<file path="config.mk">
export PLATFORM = sky130hd
export DESIGN_NAME = regfile_param
export DESIGN_NICKNAME = d
export VERILOG_FILES = /design/src/rtl/regfile_pkg.sv /design/src/rtl/regfile_sp_ctrl.sv /design/src/rtl/regfile_param.sv
export SDC_FILE = /design/constraint.sdc
export NUM_CORES = 1
export LEC_CHECK = 0
export ABC_AREA = 1
export CAP_MARGIN = 20
export CELL_PAD_IN_SITES_DETAIL_PLACEMENT = 1
export CELL_PAD_IN_SITES_GLOBAL_PLACEMENT = 2
export CORE_ASPECT_RATIO = 1.5
export CORE_UTILIZATION = 31
export DETAILED_ROUTE_END_ITERATION = 10
export HOLD_SLACK_MARGIN = 0.06
export PLACE_DENSITY = 0.8
export SLEW_MARGIN = 20
export SYNTH_ARGS = -nofsm -noshare
export SYNTH_HDL_FRONTEND = slang
export SYNTH_SLANG_ARGS = --single-unit
export TNS_END_PERCENT = 20
</file>
<file path="constraint.sdc">
create_clock -name clk -period 2.2 [get_ports clk]
set_input_delay 0.33 -clock clk [delete_from_list [all_inputs] [get_ports clk]]
set_output_delay 0.33 -clock clk [all_outputs]
set_load 0.02 [all_outputs]
</file>
<file path="src/rtl/regfile_pkg.sv">
`default_nettype none
// ============================================================================
// regfile_pkg : shared constants and helpers for the parametrised register file
// Revision    : 1.0
// ============================================================================
package regfile_pkg;

   localparam int DATA_W_DEF = 8;
   localparam int NREGS_DEF  = 4;
   localparam int SP_IDX_DEF = 2;
   localparam int RA_IDX_DEF = 3;

   localparam logic [DATA_W_DEF-1:0] SP_ALL_ONES = {DATA_W_DEF{1'b1}};

   // Ceiling log2; returns 0 for n <= 1.
   function automatic int clog2(input int n);
      int r;
      r = 0;
      for (int v = n - 1; v > 0; v = v >> 1)
         r++;
      return r;
   endfunction

endpackage
`default_nettype wire

</file>
<file path="src/rtl/regfile_sp_ctrl.sv">
`default_nettype none
// ============================================================================
// regfile_sp_ctrl : stack-pointer next-value priority and saturation logic
// Revision        : 1.0
// ============================================================================
module regfile_sp_ctrl
   import regfile_pkg::*;
#(
   parameter int DATA_W = DATA_W_DEF
) (
   input  logic [DATA_W-1:0] sp_cur,
   input  logic              wr_hit,
   input  logic [DATA_W-1:0] write_data,
   input  logic              push,
   input  logic              pop,
   output logic [DATA_W-1:0] sp_next,
   output logic              fault_set
);

   localparam logic [DATA_W-1:0] c_sp_max = {DATA_W{1'b1}};

   // A direct write wins; simultaneous push and pop cancel; the SP saturates.
   always_comb begin
      sp_next   = sp_cur;
      fault_set = 1'b0;
      if (wr_hit) begin
         sp_next = write_data;
      end else if (push && pop) begin
         sp_next = sp_cur;
      end else if (push) begin
         if (sp_cur == '0)
            fault_set = 1'b1;
         else
            sp_next = sp_cur - 1'b1;
      end else if (pop) begin
         if (sp_cur == c_sp_max)
            fault_set = 1'b1;
         else
            sp_next = sp_cur + 1'b1;
      end
   end

endmodule
`default_nettype wire

</file>
<file path="src/rtl/regfile_param.sv">
`default_nettype none
// ============================================================================
// regfile_param : NREGS x DATA_W register file, 2R/1W with write bypass,
//                 saturating stack pointer and registered compare flags
// Revision      : 1.0
// ============================================================================
module regfile_param
   import regfile_pkg::*;
#(
   parameter int                DATA_W   = DATA_W_DEF,
   parameter int                NREGS    = NREGS_DEF,
   parameter int                SP_IDX   = SP_IDX_DEF,
   parameter int                RA_IDX   = RA_IDX_DEF,
   parameter logic [DATA_W-1:0] SP_RESET = {DATA_W{1'b1}},
   localparam int               AW       = clog2(NREGS)
) (
   input  logic              clk,
   input  logic              rst_n,
   input  logic              reg_write,
   input  logic [AW-1:0]     write_addr,
   input  logic [DATA_W-1:0] write_data,
   input  logic [AW-1:0]     read_addr1,
   input  logic [AW-1:0]     read_addr2,
   output logic [DATA_W-1:0] read_data1,
   output logic [DATA_W-1:0] read_data2,
   input  logic              sp_push,
   input  logic              sp_pop,
   output logic [DATA_W-1:0] sp_value,
   output logic              sp_fault,
   input  logic              comp_load0,
   input  logic              comp_load1,
   output logic              comp_eq,
   output logic              comp_lt
);

   logic [DATA_W-1:0] r_regs [NREGS];
   logic [DATA_W-1:0] r_comp0;
   logic [DATA_W-1:0] r_comp1;
   logic              r_sp_fault;
   logic              r_comp_eq;
   logic              r_comp_lt;

   logic              w_sp_wr_hit;
   logic [DATA_W-1:0] w_sp_next;
   logic              w_fault_set;
   logic [DATA_W-1:0] w_comp0_next;
   logic [DATA_W-1:0] w_comp1_next;

   function automatic logic [DATA_W-1:0] reset_value(input int idx);
      if (idx == SP_IDX)
         return SP_RESET;
      if (idx == RA_IDX)
         return '0;   // return address starts at the reset vector
      return '0;
   endfunction

   assign w_sp_wr_hit = reg_write && (write_addr == AW'(SP_IDX));

   regfile_sp_ctrl #(
      .DATA_W     (DATA_W)
   ) u_sp_ctrl (
      .sp_cur     (r_regs[SP_IDX]),
      .wr_hit     (w_sp_wr_hit),
      .write_data (write_data),
      .push       (sp_push),
      .pop        (sp_pop),
      .sp_next    (w_sp_next),
      .fault_set  (w_fault_set)
   );

   assign w_comp0_next = comp_load0 ? write_data : r_comp0;
   assign w_comp1_next = comp_load1 ? write_data : r_comp1;

   always_ff @(posedge clk) begin
      if (!rst_n) begin
         for (int i = 0; i < NREGS; i++)
            r_regs[i] <= reset_value(i);
         r_comp0    <= '0;
         r_comp1    <= '0;
         r_sp_fault <= 1'b0;
         r_comp_eq  <= 1'b1;
         r_comp_lt  <= 1'b0;
      end else begin
         for (int i = 0; i < NREGS; i++) begin
            if (i == SP_IDX)
               r_regs[i] <= w_sp_next;
            else if (reg_write && (write_addr == AW'(i)))
               r_regs[i] <= write_data;
         end
         r_comp0    <= w_comp0_next;
         r_comp1    <= w_comp1_next;
         r_sp_fault <= r_sp_fault | w_fault_set;
         // Flags track the values the compare registers are about to hold.
         r_comp_eq  <= (w_comp0_next == w_comp1_next);
         r_comp_lt  <= (w_comp0_next <  w_comp1_next);
      end
   end

   assign read_data1 = (reg_write && (write_addr == read_addr1)) ? write_data : r_regs[read_addr1];
   assign read_data2 = (reg_write && (write_addr == read_addr2)) ? write_data : r_regs[read_addr2];

   assign sp_value = r_regs[SP_IDX];
   assign sp_fault = r_sp_fault;
   assign comp_eq  = r_comp_eq;
   assign comp_lt  = r_comp_lt;

endmodule
`default_nettype wire

</file>
==> results of run 1 <==
power breakdown:
part	total [mW]	leakage, nW	internal (mW)	switching [mW]
clock	0.901	0.0838	0.537	0.364
combinational	0.982	1.50	0.400	0.582
sequential	1.12	0.460	1.07	0.0499
total	3.00	2.05	2.01	0.996
tightest hold or removal path, stage by stage (launching register included):
cell	delay, ns
dfxtp_1	0.30
nand2_1	0.07
a21oi_1	0.06
layer usage:
layer | vias to the layer above | global-route usage
met5 | - | 0
met4 | 0 | 0.0814
met3 | 18 | 0.0280
met2 | 56 | 0.421
met1 | 1617 | 0.220
li1 | 1698 | -
sequential cells by signal (all words and copies together), names as in the netlist:
| signal | flops |
|---|---|
| r_regs | 32 |
| r_comp0 | 8 |
| comp_lt | 1 |
| comp_eq | 1 |
| r_comp1 | 8 |
| sp_fault | 1 |
final cells by class:
cell class / count / share of cell area
inverters: 46 / 0.0406
clock buffers: 5 / 0.0284
flip-flops and latches: 51 / 0.286
well taps: 144 / 0.0409
repair buffers: 92 / 0.188
multi-input cells: 345 / 0.406
clock inverters: 3 / 0.00993
synth_stat cells, types with 2 or more instances:
cell      number
inv_1         41
buf_2          9
clkbuf_1       7
dfxtp_1       27
edfxtp_1      24
clkinv_1       2
buf_6          3
nand3_1       20
a21oi_1       38
nor2_2         2
inv_4          2
o31ai_1        3
ha_1          14
nor2_1        63
nand2_1      104
nand2_2        3
o21ai_1       12
o21ai_0       53
nand2_4        2
nand3b_1       2
nand4_1        9
o21ai_2        8
cells by family after synthesis:
kind of cell             synth area share
AO/OA/AOI/OAI                       0.202
XOR/XNOR                          0.00263
adder cells (fa/ha/maj)            0.0585
buffers and inverters              0.0871
flip-flops                          0.378
AND/OR/NAND/NOR                     0.272
worst paths after layout:
kind,startpoint,to
hold reg to reg,r_comp0[4],r_comp0[4]
setup reg to reg,r_regs[2][3],r_regs[2][6]
hold / removal,r_comp0[4],r_comp0[4]
setup / recovery,reg_write,read_data2[6]
through the flow:
step	area (um2)	total power [mW]	hold WS (ns)	setup slack, ns
final	4410	3.00	0.476	0.0951
after global routing	4410	3.17	0.505	0.0203
after CTS	4430	3.05	0.476	0.00777
after detailed placement	4240	2.15	0.466	-0.414
after global placement	4240	2.13	0.457	-0.384
after floorplan	3330	1.72	0.447	0.536
==> results.sh, run 1 <==
export IMPL_clk_latency_ns=0.30
export IMPL_cp_start_kind="input pin"
export IMPL_outcome="completed"
export IMPL_start_util=0.317
export IMPL_final_cell_mix="nand2_1 (104), nor2_1 (63), o21ai_0 (53), buf_4 (42), inv_1 (41)"
export IMPL_slowest_stage="clkdlybuf4s50_1"
export IMPL_synthArstFlopShare=0
export IMPL_grt_total_usage=0.212
export IMPL_finClkSkew_ns=0.00542
export IMPL_yosysTopAreaCellShare=0.216
export IMPL_met2_wirelength_um=6200
export IMPL_multi_input_area_um2=1790
export IMPL_cp_max_fo=4
export IMPL_p_per_area_nw_per_um2=681
export IMPL_end_kind="primary output"
export IMPL_cts_made_buffers=5
export IMPL_clk_path_buf_depth=2
export IMPL_numClockSinks=51
export IMPL_crit_chain="clkdlybuf4s50_1 -> inv_1 -> a21oi_2 -> o2111ai_4 -> buf_4 -> nand2_1 -> o21ai_2 -> clkdlybuf4s15_2"
export IMPL_required_ns=1.87
export IMPL_cts_hold_buffers=0
export IMPL_cap_viol_max_count=0
export IMPL_r2r_setup_slack_ns=0.51
export IMPL_via_per_inst=4.94
export IMPL_rsz0062_at_grt="false"
export IMPL_cp_depth=8
export IMPL_critPathMaxStageDelay_ns=0.51
export IMPL_num_vias=3389
export IMPL_met1_length_um=4350
export IMPL_ys_ff_latch=51
export IMPL_fmax_mhz=475
export IMPL_ys_top_cells_by_area="edfxtp_1 (22%), dfxtp_1 (16%), nand2_1 (12%)"
export IMPL_postSynthCellCount=462
export IMPL_fin_nets=577
export IMPL_diodes=0
export IMPL_totalNegativeSetupSlack_ns=0
export IMPL_placedCellCount=678
export IMPL_cts_resized=51
export IMPL_totalWireLength_um=11100
export IMPL_period_needed_ns=2.10
export IMPL_wl_met3_um=263
export IMPL_min_path_type="flop to flop"
export IMPL_antenna_left=0
export IMPL_grt_max_degree=24
export IMPL_postCtsSetupRepairBufs=0
export IMPL_grt_pass1_wl_um=17800
export IMPL_ys_seq_area_frac=0.378
export IMPL_fillers=1300
export IMPL_syn_area_um2=3330
export IMPL_io_buffers=47
export IMPL_worstPathArrival_ns=1.77
export IMPL_final_util=0.419
export IMPL_drtIter0Drc=100
export IMPL_cts_root_buf="clkbuf_16"
export IMPL_period_share=0.957
export IMPL_syn_nets=498
export IMPL_cts_tree="built"
export IMPL_peakVddDrop_v=0.000390
export IMPL_drv_slew=0
export IMPL_area_delta_synth_final_pct=32.3
export IMPL_drt_pass1_iterations=4
export IMPL_die_w_um=86.7
export IMPL_post_synth_top_area_cell="edfxtp_1"
export IMPL_reg2regPathDepth=9
export IMPL_core_rowCount=46
export IMPL_tightest_slew_ns=0.442
export IMPL_synth_edf_count=24
export IMPL_synthDistinctLibCells=36
export IMPL_hpwl_um=9070
export IMPL_leakage_nw=2.05
export IMPL_relSlewSlack=0.705
export IMPL_antenna_found_initial=0
export IMPL_synth_warning_count=0
export IMPL_grt_pass1_vias=3538
export IMPL_drt_wirelength_per_cell_um=16.2
export IMPL_die_height_um=129
export IMPL_hold_violations=0
export IMPL_drc_errors=0
export IMPL_crit_buf_inv=4
export IMPL_num_io_pins=48
export IMPL_die_area_um2=11200
export IMPL_syn_avg_cell_area_um2=7.22
export IMPL_routed_top_layer="met4"
export IMPL_setup_viol=0
export IMPL_core_area_um2=10500
export IMPL_path_clk_slew_ns=0.07
export IMPL_yosys_most_used_dff="dfxtp_1"
export IMPL_overflow=0
export IMPL_htreeDepth=2
export IMPL_seq_area_um2=1260
export IMPL_path_class="input pin to primary output"
export IMPL_critical_path_top_delay_family="buffers and inverters"
export IMPL_layout_commonest_cell="nand2_1"
export IMPL_final_layout_size_suffix_gt1_frac=0.175
export IMPL_gp_congestion=0.796
export IMPL_final_cells=686
export IMPL_hold_depth=2
No activity file was read; power rests on OpenSTA's default activity.
==> inputs of run 2 (changes only) <==
- CORE_UTILIZATION: 31 -> 33
- CTS_CLUSTER_DIAMETER: unset -> 200
- PLACE_DENSITY: 0.8 -> 0.85
- clock period: 2.2 -> 2.6 ns (I/O delays scaled with it)
==> results.sh, run 2 (same netlist as run 1, synthesis figures left out) <==
export IMPL_outcome="finished with violations"
export IMPL_violations="design-rule violations"
export IMPL_leakage_nw=1.98
export IMPL_diodes=0
export IMPL_end_kind="primary output"
export IMPL_min_delay_start="r_comp0[2]"
export IMPL_pre_cts_ws_ns=-0.112
export IMPL_wl_met3_um=362
export IMPL_clk_path_buf_depth=2
export IMPL_final_cells=647
export IMPL_final_layout_size_suffix_gt1_frac=0.126
export IMPL_met1_length_um=4520
export IMPL_drc_errors=16
export IMPL_r2r_setup_slack_ns=0.74
export IMPL_period_needed_ns=2.42
export IMPL_totalWireLength_um=11200
export IMPL_path_clk_slew_ns=0.07
export IMPL_combPwrFrac=0.312
export IMPL_cts_made_buffers=5
export IMPL_seq_area_um2=1260
export IMPL_core_rowCount=44
export IMPL_routed_top_layer="met4"
export IMPL_clk_latency_ns=0.29
export IMPL_min_path_type="flop to flop"
export IMPL_cp_max_fo=6
export IMPL_htreeDepth=2
export IMPL_gp_congestion=0.861
export IMPL_num_vias=3408
export IMPL_peakVddDrop_v=0.000369
export IMPL_reg2regPathDepth=10
export IMPL_reg2reg_from="r_regs[2][0]"
export IMPL_r2r_end="r_regs[2][6]"
export IMPL_drv_slew=0
export IMPL_drt_pass1_iterations=8
export IMPL_antenna_found_initial=0
export IMPL_grt_pass1_wl_um=17900
export IMPL_largest_register="r_regs"
export IMPL_period_share=0.932
export IMPL_fmax_mhz=413
export IMPL_p_per_area_nw_per_um2=586
export IMPL_die_height_um=125
export IMPL_overflow=0
export IMPL_drt_wirelength_per_cell_um=17.4
export IMPL_drtIter0Drc=131
export IMPL_layout_commonest_cell="nand2_1"
export IMPL_cap_viol_max_count=0
export IMPL_cts_tree="built"
export IMPL_whs_endpoint="r_comp0[2]"
export IMPL_totalNegativeSetupSlack_ns=0
export IMPL_hold_violations=0
export IMPL_crit_start="read_addr2[0]"
export IMPL_num_io_pins=48
export IMPL_cts_root_buf="clkbuf_16"
export IMPL_via_per_inst=5.27
export IMPL_start_util=0.342
export IMPL_io_buffers=47
export IMPL_switching_share=0.332
export IMPL_met2_wirelength_um=5960
export IMPL_core_area_um2=9740
export IMPL_largest_reg_flops=32
export IMPL_hpwl_um=9010
export IMPL_setup_viol=0
export IMPL_postCtsSetupRepairBufs=0
export IMPL_fin_ws_ns=0.176
export IMPL_pwr_share_clk=0.300
export IMPL_grt_pass1_vias=3473
export IMPL_relSlewSlack=0.690
export IMPL_path_class="input pin to primary output"
export IMPL_required_ns=2.21
export IMPL_grt_max_degree=20
export IMPL_p_int_mw=1.67
export IMPL_cp_start_kind="input pin"
export IMPL_area_delta_synth_final_pct=28.2
export IMPL_p_switching_mw=0.833
export IMPL_final_cell_mix="nand2_1 (104), nor2_1 (63), o21ai_0 (53), inv_1 (41), a21oi_1 (38)"
export IMPL_numClockSinks=51
export IMPL_die_area_um2=10500
export IMPL_finClkSkew_ns=0.00277
export IMPL_antenna_left=0
export IMPL_p_seq_frac=0.388
export IMPL_hold_depth=2
export IMPL_tightest_slew_ns=0.465
export IMPL_grt_total_usage=0.222
export IMPL_placedCellCount=639
export IMPL_die_w_um=84.1
export IMPL_hold_ws_ns=0.473
export IMPL_fin_nets=567
export IMPL_fillers=1224
export IMPL_top_regs="r_regs x32, r_comp0 x8, r_comp1 x8"
export IMPL_worstPathArrival_ns=2.03
export IMPL_rsz0062_at_grt="false"
export IMPL_multi_input_area_um2=1780
-- run 2: cell types whose count changed in the layout (fill, tap and decap cells not counted), sizes merged --
cell and change:
clkdlybuf4s50 +6, clkinv -2, dlygate4sd2 +12, inv +2, clkdlybuf4s15 -11, clkbuf -4, dlymetal6s2s -2, buf -11
-- run 2: metal layers --
| metal | vias to the layer above | global-route usage |
|---|---|---|
| met5 | - | 0 |
| met4 | 0 | 0.0953 |
| met3 | 16 | 0.0257 |
| met2 | 71 | 0.416 |
| met1 | 1644 | 0.249 |
| li1 | 1677 | - |
-- run 2: area by class of cell --
| class | count | share of cell area |
|---|---|---|
| Tap cell | 115 | 0.0337 |
| Clock inverter | 3 | 0.00995 |
| Timing Repair Buffer | 82 | 0.174 |
| Clock buffer | 5 | 0.0293 |
| Multi-Input combinational cell | 345 | 0.417 |
| Inverter | 46 | 0.0416 |
| Sequential cell | 51 | 0.295 |
-- run 2: power by group through the flow --
stage / Sequential [mW] / Clock, mW / Combinational [mW]
2_1_floorplan: 0.988 / 0 / 0.464
3_3_place_gp: 0.987 / 0 / 0.788
3_5_place_dp: 0.990 / 0 / 0.812
4_1_cts: 0.973 / 0.764 / 0.791
5_1_grt: 0.978 / 0.799 / 0.869
6_report: 0.972 / 0.752 / 0.781
-- run 2: how the worst max path moves through the flow --
stage | to | depth (start not counted)
floorplan | read_data1[0] | 7
global placement | read_data2[1] | 7
detailed placement | read_data2[5] | 7
CTS | read_data1[0] | 7
global route | read_data1[2] | 7
finish | read_data2[5] | 8
-- run 2: through the flow --
step                cell area, um2  total power [mW]   util
floorplan                     3330              1.45      -
global placement              4120              1.78  0.423
detailed placement            4120              1.80  0.423
CTS                           4270              2.53  0.438
global route                  4280              2.65  0.439
finish                        4280              2.51  0.439
-- run 2: what timing repair did --
item,in CTS,in global routing
endpoints found under the setup margin,16,1
hold buffers,0,0
gates resized for setup,15,2
-- run 2: worst max-delay path, stage by stage --
cell and delay [ns]:
clkdlybuf4s50_1 0.59, inv_1 0.12, nand2_1 0.12, o2111ai_4 0.16, buf_4 0.19, nand2_1 0.07, o21ai_2 0.06, dlygate4sd2_1 0.32
